===== src/rtl/bcd_pkg.sv =====
// bcd_pkg: shared FSM states, digit constants and range helper for the BCD converter.
package bcd_pkg;
   typedef enum logic [1:0] {ST_IDLE, ST_SHIFT, ST_DONE} state_t;
   localparam logic [3:0] BCD_NINE    = 4'h9;
   localparam logic [3:0] ADD3_THRESH = 4'd5;
   function automatic longint unsigned bcd_max(input int digits);
      longint unsigned m = 64'd1;
      for (int i = 0; i < digits; i++) m = m * 64'd10;
      return m - 64'd1;
   endfunction
endpackage


===== src/rtl/bin_to_bcd_converter_if.sv =====
// bin_to_bcd_converter_if: start/busy/done handshake plus data lines of the BCD converter.
interface bin_to_bcd_converter_if #(parameter int IN_W = 16, parameter int DIGITS = 4);
   logic                  start;
   logic [IN_W-1:0]       bin;
   logic                  busy;
   logic                  done;
   logic [4*DIGITS-1:0]   bcd;
   logic                  overflow;
   modport master (output start, bin, input busy, done, bcd, overflow);
   modport slave  (input start, bin, output busy, done, bcd, overflow);
endinterface


===== src/rtl/bcd_digit_adjust.sv =====
// bcd_digit_adjust: double-dabble digit correction, adds 3 when the digit is 5 or more.
module bcd_digit_adjust
   import bcd_pkg::*;
(
   input  logic [3:0] d_i,
   output logic [3:0] d_o
);
   assign d_o = (d_i >= ADD3_THRESH) ? d_i + 4'd3 : d_i;
endmodule


===== src/rtl/bin_to_bcd_converter.sv =====
// bin_to_bcd_converter: sequential double-dabble binary-to-BCD converter, one shift per clock.
// Define BCD_SATURATE_EN to report all-nines instead of the truncated value on overflow.
module bin_to_bcd_converter
   import bcd_pkg::*;
#(
   parameter int IN_W   = 16,
   parameter int DIGITS = 4
) (
   input  logic                    clk,
   input  logic                    rst_n,
   bin_to_bcd_converter_if.slave   bus
);
   localparam int W  = 4 * DIGITS;
   localparam int CW = (IN_W > 1) ? $clog2(IN_W) : 1;
   localparam longint unsigned MAX_VAL = bcd_max(DIGITS);

   state_t          state_q;
   logic [CW-1:0]   cnt_q;
   logic [IN_W-1:0] shift_q, shift_d;
   logic [W-1:0]    work_q, work_d, adj, bcd_q, bcd_d;
   logic            ovf_next_q, busy_q, done_q, overflow_q, ovf_d, unused_carry;

   for (genvar d = 0; d < DIGITS; d++) begin : g_adj
      bcd_digit_adjust u_adj (.d_i(work_q[4*d +: 4]), .d_o(adj[4*d +: 4]));
   end

   // The carry out of the top digit falls off, giving bin mod 10**DIGITS.
   assign {unused_carry, work_d, shift_d} = {adj, shift_q, 1'b0};
   assign ovf_d = 64'(bus.bin) > MAX_VAL;

`ifdef BCD_SATURATE_EN
   assign bcd_d = ovf_next_q ? {DIGITS{BCD_NINE}} : work_d;
`else
   assign bcd_d = work_d;
`endif

   always_ff @(posedge clk or negedge rst_n) begin
      if (!rst_n) begin
         state_q    <= ST_IDLE;
         cnt_q      <= '0;
         shift_q    <= '0;
         work_q     <= '0;
         ovf_next_q <= 1'b0;
         busy_q     <= 1'b0;
         done_q     <= 1'b0;
         bcd_q      <= '0;
         overflow_q <= 1'b0;
      end else begin
         case (state_q)
            ST_IDLE: if (bus.start) begin
               shift_q    <= bus.bin;
               work_q     <= '0;
               cnt_q      <= '0;
               ovf_next_q <= ovf_d;
               busy_q     <= 1'b1;
               state_q    <= ST_SHIFT;
            end
            ST_SHIFT: begin
               work_q  <= work_d;
               shift_q <= shift_d;
               cnt_q   <= cnt_q + 1'b1;
               // Results are loaded from the final shift so they appear with done.
               if (cnt_q == CW'(IN_W - 1)) begin
                  state_q    <= ST_DONE;
                  done_q     <= 1'b1;
                  bcd_q      <= bcd_d;
                  overflow_q <= ovf_next_q;
               end
            end
            ST_DONE: begin
               done_q  <= 1'b0;
               busy_q  <= 1'b0;
               state_q <= ST_IDLE;
            end
            default: state_q <= ST_IDLE;
         endcase
      end
   end

   assign bus.busy     = busy_q;
   assign bus.done     = done_q;
   assign bus.bcd      = bcd_q;
   assign bus.overflow = overflow_q;
endmodule


===== src/flat_wrapper.sv =====
// flat-port wrapper written by rule: the top's interface ports become plain ports
module bin_to_bcd_converter_flat import bcd_pkg::*;
#(
   parameter int IN_W   = 16,
   parameter int DIGITS = 4
)
  (clk, rst_n, bus_start, bus_bin, bus_busy, bus_done, bus_bcd, bus_overflow);
  bin_to_bcd_converter_if #(.IN_W(IN_W), .DIGITS(DIGITS)) bus_i ();
  input  logic clk;
  input  logic rst_n;
  input wire logic [$bits(bus_i.start)-1:0] bus_start;
  input wire logic [$bits(bus_i.bin)-1:0] bus_bin;
  output wire logic [$bits(bus_i.busy)-1:0] bus_busy;
  output wire logic [$bits(bus_i.done)-1:0] bus_done;
  output wire logic [$bits(bus_i.bcd)-1:0] bus_bcd;
  output wire logic [$bits(bus_i.overflow)-1:0] bus_overflow;
  assign bus_i.start = bus_start;
  assign bus_i.bin = bus_bin;
  assign bus_busy = bus_i.busy;
  assign bus_done = bus_i.done;
  assign bus_bcd = bus_i.bcd;
  assign bus_overflow = bus_i.overflow;
  bin_to_bcd_converter #(.IN_W(IN_W), .DIGITS(DIGITS)) u_core (.clk(clk), .rst_n(rst_n), .bus(bus_i));
endmodule

===== config.mk =====
export PLATFORM = sky130hd
export DESIGN_NAME = bin_to_bcd_converter_flat
export DESIGN_NICKNAME = d
export VERILOG_FILES = /design/src/rtl/bcd_pkg.sv /design/src/rtl/bin_to_bcd_converter_if.sv /design/src/rtl/bcd_digit_adjust.sv /design/src/rtl/bin_to_bcd_converter.sv /design/src/flat_wrapper.sv
export SDC_FILE = /design/constraint.sdc
export NUM_CORES = 1
export LEC_CHECK = 0
export BUFFER_PORTS_ARGS = -buffer_cell sky130_fd_sc_hd__buf_2
export CELL_PAD_IN_SITES_DETAIL_PLACEMENT = 0
export CELL_PAD_IN_SITES_GLOBAL_PLACEMENT = 1
export CORE_ASPECT_RATIO = 0.75
export CORE_UTILIZATION = 40
export DETAILED_ROUTE_END_ITERATION = 6
export PLACE_DENSITY_LB_ADDON = 0.15
export REMOVE_ABC_BUFFERS = 1
export SLEW_MARGIN = 30
export SYNTH_ARGS = -nofsm -noshare
export SYNTH_HDL_FRONTEND = slang
export SYNTH_SLANG_ARGS = --single-unit

===== constraint.sdc =====
create_clock -name clk -period 1.32 [get_ports clk]
set_input_delay 0.264 -clock clk [delete_from_list [all_inputs] [get_ports clk]]
set_output_delay 0.264 -clock clk [all_outputs]
set_load 0.01 [all_outputs]

==> impl_metrics.csv <==
group,metric,value,unit
run_status,status,"finished with violations",
run_status,violations,"setup timing",
synthesis,synth_warnings,0,
grt,gr-total-overflow,0,
critical_path,critPathKind,"reg -> reg",
floorplanning,die_area,0.00764,sq mm
floorplanning,fp.dieW,101,um
sta,max_slew_margin,73.0,%
critical_path,end_kind,"flip-flop",
sta,period_minus_slack,1.40,ns
sta,fmax,713,MHz
sta,drv_slew,0,
floorplanning,design.core.area,0.00693,sq mm
pwr,power_density,2510,mW/mm^2
detailed_routing,num_vias,2374,
place,hpwl,4.49,mm
pwr,ir_worst_vdd,1.23,mV
sta,layout_setup_ws,-0.0822,ns
floorplanning,start_util,42.1,%
synthesis,yosysTopAreaCellShare,49.8,%
clock_tree,clkLatencyLatePin,0.34,ns
sta,period_share,106,%
finish,final_core_util,56.7,%
detailed_routing,vias_per_cell,5.07,
sta,tightest_slew,0.401,ns
grt,grt_pass1_vias,2410,
pwr,p_total,9.85,mW
detailed_routing,ant_nets,0,
finish,antenna_cells,0,
hold_path,min_path_type,"in -> reg",
floorplanning,rows,26,
place,gp_congestion,0.774,
critical_path,cp_max_fo,3,
sta,hold_violations,0,
floorplanning,die_y,76.0,um
synthesis,synthesis.area,0.00292,sq mm
pwr,leakagePower,1.80,nW
grt,grt_antenna_before_repair,0,
sta,holdWs,0.207,ns
clock_tree,cts.clk_slew.worst_paths,0.07,ns
place,io_buffers,37,
finish,multi_input_area,0.00150,sq mm
sta,tns,-0.598,ns
sta,skew,0.0143,ns
finish,register_area,0.00146,sq mm
grt,grt_max_degree,59,
sta,grt_setup_unrepaired,"true",
finish,final_nets,393,
floorplanning,ios,38,
detailed_routing,drt-initial-drc-count,39,
synthesis,synth-seq-cells,58,
finish,layout_commonest_cell,"dfrtp_1",
synthesis,avgSynthCellArea,10.2,sq um
finish,area_growth_syn_to_layout,34.6,%
clock_tree,cts_buffers,9,
synthesis,synth.area.top_cells,"dfrtp_1 50%, a21oi_1 4.5%, o21ai_0 4.5%, nand2_1 4.0%, a22oi_1 3.9%",
clock_tree,clockBufferDepth,2,
clock_tree,cts.sinks,58,
finish,drive_above_1_share,41.4,%
finish,fillCellCount,640,
synthesis,synth_cells,285,
grt,grt_pass1_wl,11.8,mm
finish,final_cell_mix,"54 x dfrtp_1, 38 x buf_4, 37 x buf_2",
detailed_routing,drc,0,
grt,grt.total_usage,19.9,%
synthesis,ys_seq_area_share,49.8,%
critical_path,crit_required,1.60,ns
detailed_routing,wl_per_cell,14.6,um
clock_tree,cts-root-buf,"clkbuf_8",
run,drv_cap,0,
synthesis,synth.distinct_cells,35,
critical_path,worstSetupStartpointType,"flip-flop",
detailed_routing,wl,6.81,mm
sta,setup-violations-final,11,
synthesis,synth_largest_area_cell,"dfrtp_1",
clock_tree,cts_tree,"yes",
detailed_routing,drt-pass1-iter-count,6,
clock_tree,htree_levels,3,
critical_path,crit_arrival,1.69,ns
[cell usage after synthesis (all sizes together)]
library cell and n:
a21oi 31, a22o 7, a22oi 15, a31oi 1, a41oi 1, and2b 6, buf 11, clkbuf 4
dfrtp 58, ha 9, inv 11, mux2 5, mux2i 4, nand2 31, nand2b 5, nand3 6
nand4 1, nor2 2, nor2b 11, nor3 5, nor3b 7, nor4 2, nor4b 1, o21ai 46
or2 1, xnor2 4
[final timing paths]
path | from | endpoint | slack, ns | cells after the start
worst max register to register | u_core.work_q[9]$_DFFE_PN0P_ | u_core.bus.bcd[10]$_DFFE_PN0P_ | -0.08 | 6
min in group asynchronous | rst_n | u_core.bus.bcd[11]$_DFFE_PN0P_ | 0.46 | 3
worst min-delay path | bus_bin[7] | u_core.shift_q[7]$_DFFE_PN0P_ | 0.21 | 3
max in group asynchronous | rst_n | u_core.work_q[0]$_DFFE_PN0P_ | 0.56 | 3
worst min register to register | u_core.bus.bcd[0]$_DFFE_PN0P_ | u_core.bus.bcd[0]$_DFFE_PN0P_ | 0.46 | 2
worst max-delay path | u_core.work_q[9]$_DFFE_PN0P_ | u_core.bus.bcd[10]$_DFFE_PN0P_ | -0.08 | 6
[stage by stage]
step           area (sq um)  worst slack (ns)  cells
2_1_floorplan          2810            -0.807    270
3_3_place_gp           3460            -0.120    445
3_5_place_dp           3460            -0.142    445
4_1_cts                3820           -0.0787    466
5_1_grt                3930            -0.143    468
6_report               3930           -0.0822    468
[layout make-up]
cell class | instances | area share, %
Multi-Input combinational cell | 201 | 38.1
Sequential cell | 58 | 37.1
Timing Repair Buffer | 84 | 15.4
Clock buffer | 14 | 4.14
Tap cell | 98 | 3.12
Inverter | 11 | 1.24
Clock inverter | 2 | 0.892
[kinds of logic after synthesis]
group,after synthesis,share of synthesized area (%)
compound gates,101,21.4
xor+xnor,4,1.20
fa+ha+maj,9,3.86
buf+inv,26,5.28
flops,58,49.8
mux,9,3.95
simple gates,78,14.6
[sequential cells by signal (all words and copies together) (netlist names)]
name                 count
u_core.bus.bcd          16
u_core.shift_q          16
u_core.work_q           16
u_core.cnt_q             4
u_core.state_q           2
u_core.bus.busy          1
u_core.bus.done          1
u_core.bus.overflow      1
u_core.ovf_next_q        1
[layer usage]
metal | share of wire [%] | GRT usage [%] | vias to the layer above
met5 | 0 | 0 | -
met4 | 1.1 | 6.96 | 0
li1 | - | - | 1175
met1 | 51 | 29.3 | 1150
met2 | 45 | 28.2 | 39
met3 | 3.6 | 5.07 | 10
[report_power, final]
part           internal, mW  total [mW]  switching (mW)
Combinational          2.55        4.92            2.37
Clock                 0.975        1.66           0.683
Sequential             2.58        3.26           0.686
[repair_timing]
action                                  4_1_cts  5_1_grt
endpoints found under the setup margin       29       37
setup buffers                                 4        2
pin swaps                                     9        4
hold endpoints to repair                     58        0
hold buffers                                  1        0
resized for setup                            30       31
[critical path, stage by stage, from the launching register on]
cell	delay, ns
dfrtp_1	0.38
inv_2	0.08
ha_4	0.15
nand2b_4	0.14
a21oi_4	0.17
mux2i_2	0.25
mux2_4	0.17
Power figures use the tool's default switching activity.
